**src/rtl/hazard_ctrl_unit_p.sv**
```systemverilog
// hazard_ctrl_unit_p: MIPS ID-stage hazard controller (load-use / MUL-DIV stalls, branch/jump redirect)
// Ports:
//   clk, rst_n                        clock, async active-low reset
//   branch_Or_Jump                    00 SEQ, 01 BR_NOT_TAKEN, 10 BR_TAKEN, 11 JUMP
//   ID_EX_MemRead, ID_EX_Rt           load in ID/EX and its destination
//   IF_ID_Rs/Rt, IF_ID_use_Rs/Rt      ID-stage sources and whether they are read
//   IF_ID_md_op, md_busy              MUL/DIV access in ID, MUL/DIV unit busy
//   PC_Write, IF_ID_Write             pipeline register enables
//   PC_Mux_select                     00 PC+4, 01 branch target, 10 jump target
//   IF_ID_Mux_select, ID_EX_Mux_select flush IF/ID, bubble ID/EX
//   stall_state                       00 RUN, 01 LD_STALL, 10 MD_STALL
//   stall_cycles, flush_count         perf counters, built only with HAZARD_PERF_CNT_EN
module hazard_ctrl_unit_p #(
    parameter int REG_ADDR_W        = 5,
    parameter int LOAD_STALL_CYCLES = 1,
    parameter int CNT_W             = 16
) (
    input  logic                  clk,
    input  logic                  rst_n,
    input  logic [1:0]            branch_Or_Jump,
    input  logic                  ID_EX_MemRead,
    input  logic [REG_ADDR_W-1:0] ID_EX_Rt,
    input  logic [REG_ADDR_W-1:0] IF_ID_Rs,
    input  logic [REG_ADDR_W-1:0] IF_ID_Rt,
    input  logic                  IF_ID_use_Rs,
    input  logic                  IF_ID_use_Rt,
    input  logic                  IF_ID_md_op,
    input  logic                  md_busy,
    output logic                  PC_Write,
    output logic                  IF_ID_Write,
    output logic [1:0]            PC_Mux_select,
    output logic                  IF_ID_Mux_select,
    output logic                  ID_EX_Mux_select,
    output logic [1:0]            stall_state,
    output logic [CNT_W-1:0]      stall_cycles,
    output logic [CNT_W-1:0]      flush_count
);
    typedef enum logic [1:0] {RUN = 2'b00, LD_STALL = 2'b01, MD_STALL = 2'b10} state_t;
    localparam logic [3:0] LD_INIT = 4'(LOAD_STALL_CYCLES - 1);
    state_t     state_q, state_d;
    logic [3:0] cnt_q, cnt_d;
    logic       ld_haz, md_haz, stall, taken;
    assign ld_haz = ID_EX_MemRead && (ID_EX_Rt != '0) &&
                    ((IF_ID_use_Rs && ID_EX_Rt == IF_ID_Rs) || (IF_ID_use_Rt && ID_EX_Rt == IF_ID_Rt));
    assign md_haz = IF_ID_md_op && md_busy;
    always_comb begin
        state_d = state_q;
        cnt_d   = cnt_q;
        stall   = 1'b0;
        case (state_q)
            RUN: begin
                if (ld_haz) begin
                    stall = 1'b1;
                    if (LOAD_STALL_CYCLES > 1) begin
                        state_d = LD_STALL;
                        cnt_d   = LD_INIT;
                    end
                end else if (md_haz) begin
                    stall   = 1'b1;
                    state_d = MD_STALL;
                end
            end
            LD_STALL: begin
                stall   = 1'b1;
                cnt_d   = cnt_q - 4'd1;
                state_d = (cnt_q == 4'd1) ? RUN : LD_STALL;
            end
            MD_STALL: begin
                stall   = md_haz;
                state_d = md_haz ? MD_STALL : RUN;
            end
            default: state_d = RUN;
        endcase
    end
    always_ff @(posedge clk or negedge rst_n) begin
        if (!rst_n) begin
            state_q <= RUN;
            cnt_q   <= '0;
        end else begin
            state_q <= state_d;
            cnt_q   <= cnt_d;
        end
    end
    // Redirect only when not stalling: operands of a stalled branch may be stale.
    assign taken            = !stall && branch_Or_Jump[1];
    assign PC_Write         = rst_n && !stall;
    assign IF_ID_Write      = rst_n && !stall;
    assign PC_Mux_select    = (rst_n && taken) ? ((branch_Or_Jump == 2'b11) ? 2'b10 : 2'b01) : 2'b00;
    assign IF_ID_Mux_select = rst_n && taken;
    assign ID_EX_Mux_select = rst_n && (stall || taken);
    assign stall_state      = rst_n ? state_q : 2'b00;
`ifdef HAZARD_PERF_CNT_EN
    logic [CNT_W-1:0] stall_cnt_q, stall_cnt_d, flush_cnt_q, flush_cnt_d;
    always_comb begin
        stall_cnt_d = (stall && !(&stall_cnt_q)) ? stall_cnt_q + 1'b1 : stall_cnt_q;
        flush_cnt_d = (taken && !(&flush_cnt_q)) ? flush_cnt_q + 1'b1 : flush_cnt_q;
    end
    always_ff @(posedge clk or negedge rst_n) begin
        if (!rst_n) begin
            stall_cnt_q <= '0;
            flush_cnt_q <= '0;
        end else begin
            stall_cnt_q <= stall_cnt_d;
            flush_cnt_q <= flush_cnt_d;
        end
    end
    assign stall_cycles = stall_cnt_q;
    assign flush_count  = flush_cnt_q;
`else
    assign stall_cycles = '0;
    assign flush_count  = '0;
`endif
endmodule

```
**config.mk**
```make
export PLATFORM = sky130hd
export DESIGN_NAME = hazard_ctrl_unit_p
export DESIGN_NICKNAME = d
export VERILOG_FILES = /design/src/rtl/hazard_ctrl_unit_p.sv
export SDC_FILE = /design/constraint.sdc
export NUM_CORES = 1
export LEC_CHECK = 0
export ABC_CLOCK_PERIOD_IN_PS = 1740
export CAP_MARGIN = 10
export CORE_AREA = 2 2 39 41
export CTS_CLUSTER_SIZE = 16
export DETAILED_ROUTE_END_ITERATION = 10
export DIE_AREA = 0 0 41 43
export DONT_BUFFER_PORTS = 1
export PLACE_DENSITY = 0.79
export SYNTH_ARGS = -nofsm -noshare
export SYNTH_HDL_FRONTEND = slang
export SYNTH_SLANG_ARGS = --single-unit
```
**constraint.sdc**
```tcl
create_clock -name clk -period 1.74 [get_ports clk]
set_input_delay 0.348 -clock clk [delete_from_list [all_inputs] [get_ports clk]]
set_output_delay 0.348 -clock clk [all_outputs]
set_load 0.02 [all_outputs]
```
==> impl_metrics.csv, run 1 <==
group,metric,value,unit
global_route,grt_util_all_layers,14.2,%
clock_tree,cts_buffers,3,
floorplan,start_util,52.7,%
power,power,0.416,mW
global_route,grt_max_degree,10,
clock_tree,cts_root_buf,"clkbuf_4",
worst_setup_path,slowest_delay,0.53,ns
drt,viasPerCell,4.50,
synth,synth_area_leader_cell,"buf_4",
floorplan,die-area,1760,um^2
floorplan,core,1380,um^2
clock_tree,clock-sinks,6,
placement,port_buffers,0,
clock_tree,clockBufferDepth,2,
placement,gp_congestion,0.714,
global_route,grt_pass1_wl,1720,um
worst_hold_path,hp-start,"IF_ID_md_op",
worst_setup_path,startpoint_type,"input pin",
placement,dp_hpwl,974,um
sta,rsz0062_at_grt,"true",
worst_setup_path,worstPathMaxFanout,6,
cells_and_area,num-nets-final,127,
clock_tree,cts_max_level,1,
synth,yosysWarnings,0,
worst_setup_path,cp-end-kind,"output pin",
drt,routed_wl,1270,um
drt,drtPass1Iterations,2,
synth,avgSynthCellArea,8.11,um^2
sta,hold_viol,0,
synth,synth_area,729,um^2
worst_setup_path,arrival,1.43,ns
synth,synth_area_leaders,"buf_4 (34%), dfrtp_1 (21%), xnor2_1 (13%)",
synth,synth_top_area_share,34.0,%
sta,timing.final.ws_setup,-0.0339,ns
worst_setup_path,crit_required,1.39,ns
worst_hold_path,min_path_type,"input pin to flop",
worst_setup_path,rr_startpoint,"state_q[1]",
global_route,first_global_vias,473,
sta,drv_slew,0,
worst_setup_path,crit_buf_inv,1,
sta,tns,-0.0771,ns
drt,antenna_left,0,
sta,setup_viol,3,
drt,drtIter0Drc,2,
drt,num_vias,518,
drt,drcViolationCount,0,
worst_setup_path,path_delay_family,"simple AND/OR/NAND/NOR gates",
synth,synth.distinct_cells,24,
cells_and_area,diodes,0,
clock_tree,clock_latency,0.24,ns
power,ir_worst_vdd,0.000385,V
sta,clock_skew,0.00359,ns
worst_setup_path,critical_path_class,"input pin to output pin",
placement,placed_area,671,um^2
global_route,grt_remaining_overflow,0,
floorplan,num_io_pins,64,
floorplan,die_x,41,um
cells_and_area,nFillCells,139,
floorplan,num_rows,14,
power,p_per_area,551,nW/um^2
floorplan,die_y,43,um
worst_setup_path,crit_chain,"or4_4 -> nor2_4 -> nor3b_4 -> a21oi_2 -> buf_6",
drt,drt-wirelength-per-cell,11.1,um
power,cellLeakagePower,0.385,nW
sta,min_period,1.77,ns
cells_and_area,design_area,754,um^2
synth,ys_seq_area_share,20.6,%
run,maxCapViolCount,0,
sta,period_share,102,%
worst_setup_path,crit_path_start,"ID_EX_Rt[1]",
cells_and_area,fin_util,54.5,%
synth,synthCells,90,
worst_setup_path,slowest_stage,"or4_4",
run_status,status,"finished, violations left",
cells_and_area,syn_to_final_growth,3.43,%
clock_tree,path_clk_slew,0.05,ns
synth,ys_seq_elements,6,
run_status,failed_checks,"negative setup slack",
global_route,antenna_found_initial,0,
clock_tree,cts_tree,"done",
sta,max_freq,564,MHz
cells_and_area,drive_above_1_share,19.2,%
==> worst min-delay path: cells and delay by family <==
family	cells	cell delay, ns
compound gates	1	0.03
simple gates	1	0.09
buf+inv	1	0.11
==> kinds of logic after synthesis <==
kind of cell	Yosys count	synth area share (%)
compound gates	10	7.89
fa+ha+maj	2	3.43
other cells	1	0.514
xor+xnor	13	15.6
flops	6	20.6
buf+inv	38	36.5
simple gates	20	15.4
==> placed cells by master (no fill, tap or decap), drive strengths merged, types with 2 or more instances in the layout <==
cell    Yosys  final
conb        1     32
xnor2      11     11
buf        33      8
dfrtp       6      6
a21oi       6      6
nand2       4      4
inv         4      4
nand4       3      3
clkbuf      1      3
and2        3      3
nor2        3      3
xor2        2      2
ha          2      2
==> worst paths after layout <==
kind                              end  slack, ns  cells after the start
max                          PC_Write      -0.03                      5
min                        state_q[1]       0.37                      3
max reg2reg                  cnt_q[3]       0.51                      4
min reg2reg                  cnt_q[3]       0.48                      1
max in group asynchronous    cnt_q[3]       1.10                      1
min in group asynchronous    cnt_q[2]       0.42                      1
==> power by group <==
group / internal, mW / switching (mW) / leakage (nW)
clock: 0.0779 / 0.0489 / 0.0138
combinational: 0.0451 / 0.101 / 0.289
sequential: 0.141 / 0.00161 / 0.0828
==> registers in the layout, indices dropped and copies added, names as in the netlist <==
register  flops
state_q       2
cnt_q         4
==> cell type report <==
| cell class | instances | area [um^2] | area share (%) |
|---|---|---|---|
| multi-input combinational | 77 | 465 | 61.7 |
| sequential | 6 | 150 | 19.9 |
| timing repair buffer | 9 | 81.3 | 10.8 |
| clock buffer | 3 | 22.5 | 2.99 |
| tap | 16 | 20.0 | 2.65 |
| inverter | 4 | 15.0 | 1.99 |
==> cell usage after synthesis <==
cell type	number
xnor2_1	11
nand2b_1	1
nor4_1	1
o22ai_1	1
or4_1	1
xor2_1	2
nand4_1	3
nand3b_1	1
nand2_1	4
nand4b_1	1
o21ai_0	1
nand3_1	1
dfrtp_1	6
conb_1	1
nor3b_1	1
and2_1	3
ha_1	2
buf_4	33
clkbuf_1	1
a21oi_1	6
inv_1	4
a21boi_0	1
a31o_1	1
nor2_1	3
==> stage by stage <==
step                      setup WS [ns]  hold WS, ns  cells
after floorplan                  -0.130       0.0524    121
after global placement         -0.00620       0.0527    110
after detailed placement        -0.0311       0.0527    110
after CTS                       -0.0166        0.363    115
after global routing            -0.0687        0.372    115
final                           -0.0339        0.367    115
==> routing by layer <==
layer	GRT usage, %	wire length (um)	vias to the layer above
met5	0	0	-
met4	2.00	0	0
met3	6.81	171	0
met2	25.6	713	32
met1	13.9	386	241
li1	-	-	245
==> what timing repair did <==
item                                    CTS  global route
endpoints found under the setup margin    6             6
gates resized for setup                   4             9
gates cloned                              0             0
setup buffers                             1             0
hold buffers                              1             0
pin swaps                                 2             6
hold endpoints to repair                  6             0
(Power assumes the default switching activity.)
==> run 2, diff against run 1 <==
REMOVE_ABC_BUFFERS = 1   (was not set)
==> impl_metrics.csv, run 2 (synthesized netlist as in run 1, its figures left out) <==
group,metric,value,unit
clock_tree,clockBufferDepth,2,
floorplan,core,1380,um^2
worst_setup_path,worstPathMaxFanout,5,
cells_and_area,diodes,0,
floorplan,num_io_pins,64,
cells_and_area,drive_above_1_share,21.4,%
floorplan,die-area,1760,um^2
clock_tree,cts_max_level,1,
drt,drcViolationCount,0,
cells_and_area,largest_reg_flops,4,
worst_setup_path,cp-end-kind,"output pin",
power,power,0.413,mW
sta,clock_skew,0.00391,ns
power,p_per_area,537,nW/um^2
placement,placed_area,659,um^2
drt,drtIter0Drc,1,
placement,dp_hpwl,1040,um
sta,rsz0062_at_grt,"true",
global_route,grt_util_all_layers,13.8,%
sta,min_period,1.78,ns
sta,setup_viol,2,
clock_tree,clock_latency,0.24,ns
global_route,grt_max_degree,10,
drt,drtPass1Iterations,2,
worst_setup_path,startpoint_type,"flop",
worst_setup_path,crit_required,1.39,ns
clock_tree,cts_buffers,3,
worst_setup_path,critical_path_class,"flop to output pin",
worst_hold_path,min_path_type,"input pin to flop",
run_status,failed_checks,"negative setup slack",
cells_and_area,design_area,768,um^2
clock_tree,cts_tree,"done",
cells_and_area,layout_commonest_cell,"conb_1",
sta,hold_viol,0,
floorplan,die_x,41,um
sta,timing.final.ws_setup,-0.0435,ns
cells_and_area,num-nets-final,126,
power,ir_worst_vdd,0.000371,V
global_route,first_global_vias,443,
floorplan,num_rows,14,
clock_tree,path_clk_slew,0.05,ns
power,cellLeakagePower,0.389,nW
sta,period_share,102,%
sta,drv_slew,0,
placement,port_buffers,0,
sta,max_freq,561,MHz
cells_and_area,top_register,"cnt_q",
drt,viasPerCell,4.53,
global_route,antenna_found_initial,0,
cells_and_area,layout_common_cells,"conb_1 (32), xnor2_1 (11), dfrtp_1 (6), buf_4 (5)",
run,maxCapViolCount,0,
cells_and_area,syn_to_final_growth,5.32,%
clock_tree,clock-sinks,6,
drt,antenna_left,0,
cells_and_area,reg_top3,"cnt_q: 4 flops, state_q: 2 flops",
run_status,status,"finished, violations left",
global_route,grt_pass1_wl,1640,um
drt,drt-wirelength-per-cell,11.5,um
floorplan,start_util,52.7,%
drt,routed_wl,1310,um
floorplan,die_y,43,um
worst_setup_path,arrival,1.44,ns
clock_tree,cts_root_buf,"clkbuf_4",
placement,gp_congestion,0.731,
drt,num_vias,516,
global_route,grt_remaining_overflow,0,
==> run 2: changes by cell type in the layout (fill, tap and decap cells not counted), sizes merged <==
cell  previous run  this run
buf              8         7
==> run 2: area by class of cell <==
cell class	instances	area, um^2
repair buffers	8	70.1
multi-input cells	77	490
well taps	16	20.0
inverters	4	15.0
clock buffers	3	22.5
fillers	146	616
flip-flops and latches	6	150
==> run 2: worst paths after layout <==
kind / slack (ns) / from / depth (start not counted) / end
max: -0.04 / state_q[0] / 6 / PC_Mux_select[1]
min: 0.29 / IF_ID_md_op / 2 / state_q[1]
max reg2reg: 0.53 / state_q[1] / 4 / cnt_q[3]
min reg2reg: 0.48 / cnt_q[3] / 1 / cnt_q[3]
max in group asynchronous: 1.10 / rst_n / 1 / cnt_q[1]
min in group asynchronous: 0.42 / rst_n / 1 / state_q[1]
==> run 2: worst max-delay path, stage by stage, from the launching register on <==
cell and delay [ns]:
dfrtp_1 0.39, buf_6 0.13, nand2b_4 0.05, and2_4 0.17, nand4_1 0.14, a21oi_2 0.16, buf_4 0.16
==> run 2: report_power, final <==
part	internal (mW)	switching (mW)
Sequential	0.141	0.00150
Clock	0.0779	0.0483
Combinational	0.0429	0.101
==> run 2: timing repair <==
action                                 4_1_cts  5_1_grt
endpoints found under the hold margin        6        0
buffers inserted                             0        1
hold buffers                                 1        0
pin swaps                                    6        3
resized for setup                            3       13
setup endpoints to repair                    6        6
==> run 2: metrics by stage <==
step           cells  setup slack [ns]  utilization [%]  hold slack (ns)  setup TNS [ns]
2_1_floorplan     87            -0.306                -           0.0524          -0.687
3_3_place_gp     109           -0.0246             47.6           0.0527         -0.0492
5_1_grt          114           -0.0888             55.5            0.312          -0.200
3_5_place_dp     109           -0.0374             47.6           0.0527          -0.109
6_report         114           -0.0435             55.5            0.294         -0.0492
4_1_cts          113           -0.0328             50.5            0.288          -0.125
==> run 2: per-layer routing <==
layer	global-route usage, %	up-vias	wire, um
met5	0	-	0
met4	4.00	0	0
li1	-	243	-
met1	11.6	242	356
met3	5.24	0	164
met2	26.6	31	793
